[config.mk]
export PLATFORM = sky130hd
export DESIGN_NAME = lcd_bus_writer
export DESIGN_NICKNAME = d
export VERILOG_FILES = /design/src/rtl/hd44780_pkg.sv /design/src/rtl/lcd_tick_timer.sv /design/src/rtl/lcd_bus_writer.sv
export SDC_FILE = /design/constraint.sdc
export NUM_CORES = 1
export LEC_CHECK = 0
export BUFFER_PORTS_ARGS = -buffer_cell sky130_fd_sc_hd__buf_2
export CORE_ASPECT_RATIO = 2
export CORE_UTILIZATION = 40
export CTS_BUF_LIST = sky130_fd_sc_hd__clkbuf_8
export DETAILED_ROUTE_END_ITERATION = 8
export PLACE_DENSITY_LB_ADDON = 0.1
export SYNTH_ARGS = -nofsm -noshare
export SYNTH_HDL_FRONTEND = slang
export SYNTH_SLANG_ARGS = --single-unit
[constraint.sdc]
create_clock -name clk -period 2.31 [get_ports clk]
set_clock_uncertainty 0.05 [all_clocks]
set_input_delay 0.462 -clock clk [delete_from_list [all_inputs] [get_ports clk]]
set_output_delay 0.462 -clock clk [all_outputs]
set_load 0.005 [all_outputs]
[src/rtl/hd44780_pkg.sv]
// Shared HD44780 bus constants: FSM encoding, special command codes and
// default tick counts shared with the init sequencer.
package hd44780_pkg;

  typedef logic [2:0] state_t;

  localparam state_t ST_IDLE  = 3'd0;
  localparam state_t ST_SETUP = 3'd1;
  localparam state_t ST_E_HI  = 3'd2;
  localparam state_t ST_HOLD  = 3'd3;
  localparam state_t ST_EXEC  = 3'd4;

  localparam logic [7:0] CMD_CLEAR = 8'h01;
  localparam logic [7:0] CMD_HOME  = 8'h02;

  localparam int DEF_SETUP_TICKS     = 1;
  localparam int DEF_E_HIGH_TICKS    = 2;
  localparam int DEF_HOLD_TICKS      = 1;
  localparam int DEF_EXEC_TICKS      = 40;
  localparam int DEF_LONG_EXEC_TICKS = 1600;

  // Clear and home need the long execution wait; only as commands, not data.
  function automatic logic is_long_cmd(input logic rs, input logic [7:0] d);
    return !rs && (d == CMD_CLEAR || d == CMD_HOME);
  endfunction

endpackage

[src/rtl/lcd_tick_timer.sv]
// Tick generator (rising edge of clkdvd) and per-state down-counter.
// done pulses on the tick that ends a state loaded with N, i.e. after N ticks.
module lcd_tick_timer #(
  parameter int TW = 11
) (
  input  logic          clk,
  input  logic          rst,
  input  logic          clkdvd,
  input  logic          load,
  input  logic [TW-1:0] load_val,
  output logic          done
);

  logic          clkdvd_q;
  logic          tick;
  logic [TW-1:0] timer;

  assign tick = clkdvd & ~clkdvd_q;
  assign done = tick && (timer == TW'(1));

  always_ff @(posedge clk) begin
    if (!rst) begin
      clkdvd_q <= 1'b0;
      timer    <= '0;
    end else begin
      clkdvd_q <= clkdvd;
      if (load)
        timer <= load_val;
      else if (tick && timer != '0)
        timer <= timer - TW'(1);
    end
  end

endmodule

[src/rtl/lcd_bus_writer.sv]
// HD44780 bus writer: byte + RS over valid/ready, emitted as two nibbles (or one
// nibble with in_nib). Define LCD_8BIT_EN for a full 8-bit bus, one E pulse per write.
module lcd_bus_writer
  import hd44780_pkg::*;
#(
  parameter int SETUP_TICKS     = DEF_SETUP_TICKS,
  parameter int E_HIGH_TICKS    = DEF_E_HIGH_TICKS,
  parameter int HOLD_TICKS      = DEF_HOLD_TICKS,
  parameter int EXEC_TICKS      = DEF_EXEC_TICKS,
  parameter int LONG_EXEC_TICKS = DEF_LONG_EXEC_TICKS
) (
  input  logic       clk,
  input  logic       rst,
  input  logic       clkdvd,
  input  logic       in_valid,
  output logic       in_ready,
  input  logic [7:0] in_data,
  input  logic       in_rs,
  input  logic       in_nib,
  output logic       busy,
  output logic       lcd_rs,
  output logic       lcd_e,
  output logic [7:0] lcd_d
);

  localparam int TW = $clog2(LONG_EXEC_TICKS + 1);

  state_t        state, state_nx;
  logic          done;
  logic          load;
  logic [TW-1:0] load_val;
  logic          hs;
  logic [7:0]    data_q;
  logic          rs_q;
  logic          need_second;

  assign hs = in_valid && (state == ST_IDLE);

`ifdef LCD_8BIT_EN
  assign need_second = 1'b0;

  always_ff @(posedge clk) begin
    if (!rst) begin
      data_q <= '0;
      rs_q   <= 1'b0;
      lcd_rs <= 1'b0;
      lcd_d  <= '0;
    end else if (hs) begin
      data_q <= in_data;
      rs_q   <= in_rs;
      lcd_rs <= in_rs;
      lcd_d  <= in_data;
    end
  end
`else
  logic nib_q;
  logic second_q;

  assign need_second = !nib_q && !second_q;

  always_ff @(posedge clk) begin
    if (!rst) begin
      data_q   <= '0;
      rs_q     <= 1'b0;
      nib_q    <= 1'b0;
      second_q <= 1'b0;
      lcd_rs   <= 1'b0;
      lcd_d    <= '0;
    end else if (hs) begin
      data_q   <= in_data;
      rs_q     <= in_rs;
      nib_q    <= in_nib;
      second_q <= 1'b0;
      lcd_rs   <= in_rs;
      lcd_d    <= {in_data[7:4], 4'h0};
    end else if (state == ST_HOLD && done && need_second) begin
      // Low nibble rides on the upper data lines as well.
      second_q <= 1'b1;
      lcd_d    <= {data_q[3:0], 4'h0};
    end
  end
`endif

  always_ff @(posedge clk) begin
    if (!rst) state <= ST_IDLE;
    else      state <= state_nx;
  end

  always_comb begin
    state_nx = state;
    case (state)
      ST_IDLE:  if (in_valid) state_nx = ST_SETUP;
      ST_SETUP: if (done)     state_nx = ST_E_HI;
      ST_E_HI:  if (done)     state_nx = ST_HOLD;
      ST_HOLD:  if (done)     state_nx = need_second ? ST_SETUP : ST_EXEC;
      ST_EXEC:  if (done)     state_nx = ST_IDLE;
      default:                state_nx = ST_IDLE;
    endcase
  end

  // Timer reloads on every entry into a timed state.
  always_comb begin
    load     = (state_nx != state) && (state_nx != ST_IDLE);
    load_val = '0;
    case (state_nx)
      ST_SETUP: load_val = TW'(SETUP_TICKS);
      ST_E_HI:  load_val = TW'(E_HIGH_TICKS);
      ST_HOLD:  load_val = TW'(HOLD_TICKS);
      ST_EXEC:  load_val = is_long_cmd(rs_q, data_q) ? TW'(LONG_EXEC_TICKS) : TW'(EXEC_TICKS);
      default:  load_val = '0;
    endcase
  end

  always_comb begin
    lcd_e    = (state == ST_E_HI);
    in_ready = (state == ST_IDLE);
    busy     = (state != ST_IDLE);
  end

  lcd_tick_timer #(.TW(TW)) u_timer (
    .clk      (clk),
    .rst      (rst),
    .clkdvd   (clkdvd),
    .load     (load),
    .load_val (load_val),
    .done     (done)
  );

endmodule
* After elaboration in Yosys (flattened, before gate mapping) *
Index checks and enable logic that the tools add are counted.
W data, S select, Z words.

storage, ports and cells
  flip-flop bits (word level) = 30
  input bits = 14
  output and inout port bits = 12
  logic and storage cells = 57

cells by class
  $add $sub $neg = 1
  eq/ne operators = 12
  mux-type cells = 13
  bitwise logic cells = 3
  reductions and logical operators = 20

operators with widths
  kind                     number
  $mux W11                 3
  $pmux W11 S3             1
  $mux W3                  6
  $mux W8                  2
  $pmux W3 S5              1
  $eq A3 B2 Y1 const B     4
  $eq A11 B1 Y1 const B    1
  $reduce_bool A11 Y1      1
  $sub A11 B1 Y11 const B  1
  $eq A8 B1 Y1 const B     1
  $eq A8 B2 Y1 const B     1
  $logic_and A1 B1 Y1      8
  $eq A3 B1 Y1 const B     2
  $eq A3 B3 Y1 const B     2
  $reduce_bool A3 Y1       2
  $reduce_bool A2 Y1       2
  $reduce_or A2 Y1         2
  $logic_not A1 Y1         3
  $logic_not A3 Y1         1
  $ne A3 B3 Y1             1
  $not A1 Y1               2
  $and A1 B1 Y1            1
  $logic_or A1 B1 Y1       1

* Logic depth before layout (Yosys ltp) *
  depth after elaboration = 9
  gate-level depth with buffers = 8
  gate-level depth less buffers = 7

* Hierarchy *
From an unflattened synthesis, not the netlist that was laid out.

unflattened totals
  cells, all modules = 201
  area, all modules = 1669.1 um^2

by module, submodules not included
  module          instances  cells each  area each (um^2)  seq. area each (um^2)
  lcd_bus_writer  1          111         927.1             360.3
  lcd_tick_timer  1          90          742.0             240.2

* Worst setup path before layout *
Ideal clock, no wire load.

  kind = reg-to-reg
  start point = register u_timer.timer[2]
  end point = register u_timer.timer[0]
  library setup time = 0.119 ns
  arrival = 1.893 ns
  required time = 2.141 ns
  setup slack = 0.248 ns
  cell stages (with the launch flop) = 6
  path buffers = 1
  clock period less this slack = 2.062 ns
  cells stage by stage = dfxtp_1 -> or4_4 -> o41a_1 -> or2_1 -> buf_6 -> o221a_1

between the ends
  word-level cells in the longest chain between the ends = 8
  elaborated cells between the ends (all ways) = 20
  those cells by class = 6 x eq/ne; 7 x mux; 7 x reduce/logical

ends and longest elaborated chain
  item                                          RTL line               RTL
  start, declared                               lcd_tick_timer.sv:16   logic [TW-1:0] timer;
  start signal, assigned                        lcd_tick_timer.sv:28   timer <= load_val;
  start signal, assigned                        lcd_tick_timer.sv:30   timer <= timer - TW'(1);
  $eq A11 B1 Y1                                 lcd_tick_timer.sv:19   assign done = tick && (timer == TW'(1));
  $logic_and A1 B1 Y1                           lcd_tick_timer.sv:19
  $mux W3 (on tied branches)                    --
  $pmux W3 S5                                   lcd_bus_writer.sv:91   case (state)
  $eq A3 B2 Y1 or $eq A3 B1 Y1 (tied branches)  lcd_bus_writer.sv:105  case (state_nx)
  $reduce_or A2 Y1 (no source line)             --
  $pmux W11 S3                                  lcd_bus_writer.sv:105
  $mux W11                                      lcd_tick_timer.sv:27   if (load)

Parallel ways exist; a longest one is shown, timed or not.
A chain may end at the register's enable or synchronous reset.

* Worst setup path after layout *
  start point = register u_timer.timer[6]
  end point = register u_timer.timer[0]

Same word-level chain as after synthesis.

==> reports/summary.txt <==
CTS root buf -> clkbuf_8
Fraction of layout cells with a size suffix above 1 -> 18.66%
Hold Slack -> 0.3744 ns
Critical path type -> reg2reg
Count of input and output buffers -> 21
Sequential share of the synthesized area -> 38.19%
Commonest non-fill, non-tap cell in the layout -> dfxtp_1
Post-synthesis xor/xnor area fraction -> 3.341%
Post-synth EDFFs -> 0
Asr flop ratio synth -> 0%
Largest area contributor in the netlist -> dfxtp_1
Hold/Removal Path Class -> in2reg
Worst reg-to-reg path cell count -> 4
HPWL after DPL -> 2939 µm
Multiplexer share of the synthesized area -> 1.273%
Total inserted antenna cells -> 0
Post-CTS Hold Fix Bufs -> 0
Die Span Y -> 90.68 µm
LEAKAGE -> 0.7715 nW
DR DRC count -> 0
Clock network power share -> 27.3%
Period utilisation layout -> 93.25%
Switch Pwr -> 0.4963 mW
Arr. time, crit path -> 2.27 ns
TritonCTS Sinks -> 30
TritonCTS buffer count -> 5
Max Cap Violations -> 0
Hold Path Sink -> u_timer.clkdvd_q
Min Tclk post-route -> 2.154 ns
Initial antenna violation count -> 0
Ys flop type -> dfxtp_1
Effective utilization at floorplan -> 42.68%
Multi-input logic area -> 898.4 µm²
Die Wd -> 46.34 µm
Sw Ratio -> 32.85%
Latest clock arrival within the worst-skew pair -> 0.28 ns
FF+latch count, synth -> 30
Fin. max-slew vios -> 0
Hold Path Origin -> clkdvd
Top cell type's share of synthesized area -> 38.19%
Seq pwr share -> 42.2%
Fin. Hold Viols -> 0
CP Max Fanout -> 8
RSZ-0062 raised after global routing -> no
R2R setup slack -> 0.16 ns
Worst slack, placed -> 0.1950 ns
GRT Total Usage -> 20.23%
Postcts setup bufs -> 0
Routability congestion estimate from global placement -> 0.8471
Synth-to-Final Area Change -> 15.43%
Post-route ant nets -> 0
Largest net degree at the start of global routing -> 28
Post-cts gate resize count -> 0
CTS Buffer Depth -> 2
Simple-gate share of the synthesized area -> 29.12%
H-tree depth -> 2
Post-synthesis compound-gate area fraction -> 19.25%
Via count -> 1385
Clk pin slew, worst setup/hold paths -> 0.06 ns
Final wirelength -> 3754 µm
Peak VDD IR -> 0.4303 mV
Synth unique cells -> 43
Final core occ -> 49.27%
Mapped Avg Cell Area -> 8.456 µm²
Mapped Area -> 0.001573 mm²
GRT Residual Overflow -> 0
Setup_tns -> 0 ns
CP endpoint kind -> flop
Final worst slack -> 0.1559 ns
Crit path launch type -> flop
TritonCTS clock tree -> done
Synth Area in Adders -> 2.387%
Worst R2R Start -> u_timer.timer[6]
# fillers -> 370
First-pass GRT wire length -> 6141 µm
Initial DRC Count -> 13
# rows -> 31
DR WL/cell -> 14.55 µm
Vias in the first global route -> 1343
Setup violators final -> 0
NumNets Final -> 227
Num ports -> 26
Synth area leaders -> dfxtp_1, nand2_1, a21boi_0
Yosys warnings -> 0
Status -> complete, no violations
FF+latch area -> 600.6 µm²
Worst hold path cell count -> 2
Main combinational cell family by area after synthesis -> simple AND/OR/NAND/NOR gates
Pwr dens -> 832.1 mW/mm²
Drt pass-1 iters -> 4
Pint -> 1.014 mW
Vias/cell -> 5.368
Die Area -> 0.004202 mm²
Combinational Power Share -> 30.5%
FF-to-FF End -> u_timer.timer[0]
Core ar. -> 0.003685 mm²
Mapped Cells -> 186
Fmax -> 0.4642 GHz
Commonest non-fill, non-tap cells in the layout -> dfxtp_1, nand2_1, buf_2
CP Data Required Time -> 2.42 ns
[Yosys cell counts (all sizes together), types with 2 or more instances]
library cell / count
a21boi: 11
a21oi: 4
and2: 3
and3: 2
buf: 6
clkbuf: 8
dfxtp: 30
ha: 3
inv: 4
mux2i: 2
nand2: 28
nand2b: 2
nand3: 7
nand4: 2
nor2: 20
nor2b: 3
nor3: 4
nor3b: 2
nor4: 4
nor4b: 2
o21a: 5
o221a: 7
o31a: 4
or4: 3
xnor2: 2
xor2: 4
[per-layer routing]
metal	global-route usage, %	up-vias	wire (µm)
met5	0	-	0
met4	13.24	0	182
met3	4.200	15	101
met2	34.72	34	2109
met1	19.83	632	1360
li1	-	704	-
[critical path, cell delays in order, from the launching register on]
cell,delay [ns]
dfxtp_1,0.38
or4_1,0.59
o41a_1,0.38
or2_1,0.35
o221a_1,0.29
[power by group through the flow]
stage / clock network [mW] / registers [mW] / logic (mW)
final: 0.413 / 0.637 / 0.461
after global routing: 0.440 / 0.645 / 0.509
after CTS: 0.422 / 0.636 / 0.458
after detailed placement: 0 / 0.647 / 0.454
after global placement: 0 / 0.643 / 0.452
after floorplan: 0 / 0.628 / 0.356
[state kept, by name, indices dropped and copies added, names as in the netlist]
register	flops
data_q	8
state	3
nib_q	1
u_timer.timer	11
rs_q	1
u_timer.clkdvd_q	1
second_q	1
lcd_d	4
[per-stage QoR]
stage | instance area (µm²) | power [mW] | cells
2_1_floorplan | 1584 | 0.9839 | 189
3_3_place_gp | 1727 | 1.095 | 252
3_5_place_dp | 1727 | 1.102 | 252
4_1_cts | 1809 | 1.516 | 258
5_1_grt | 1815 | 1.594 | 258
6_report | 1815 | 1.511 | 258
[how the worst max path moves through the flow]
| stage | to | start | cells after the start |
|---|---|---|---|
| 6_report | u_timer.timer[0] | u_timer.timer[6] | 4 |
| 5_1_grt | u_timer.timer[1] | u_timer.timer[6] | 4 |
| 2_1_floorplan | u_timer.timer[0] | u_timer.timer[2] | 5 |
| 3_3_place_gp | u_timer.timer[0] | u_timer.timer[6] | 5 |
| 3_5_place_dp | u_timer.timer[0] | u_timer.timer[2] | 4 |
| 4_1_cts | u_timer.timer[0] | u_timer.timer[2] | 4 |
[layout make-up]
class	count	share of cell area, %
Clock buffer	6	4.549
Timing Repair Buffer	28	8.684
Multi-Input combinational cell	141	49.48
Inverter	4	0.8270
Tap cell	49	3.377
Sequential cell	30	33.08
[cells by family (layout without fill, tap and decap cells)]
kind of cell | Yosys count | in the layout
multiplexers | 2 | 2
other | 1 | 4
AND/OR/NAND/NOR | 89 | 89
XOR/XNOR | 6 | 6
buffers and inverters | 18 | 38
AO/OA/AOI/OAI | 37 | 37
adder cells (fa/ha/maj) | 3 | 3
flip-flops | 30 | 30
(Power assumes the default switching activity.)
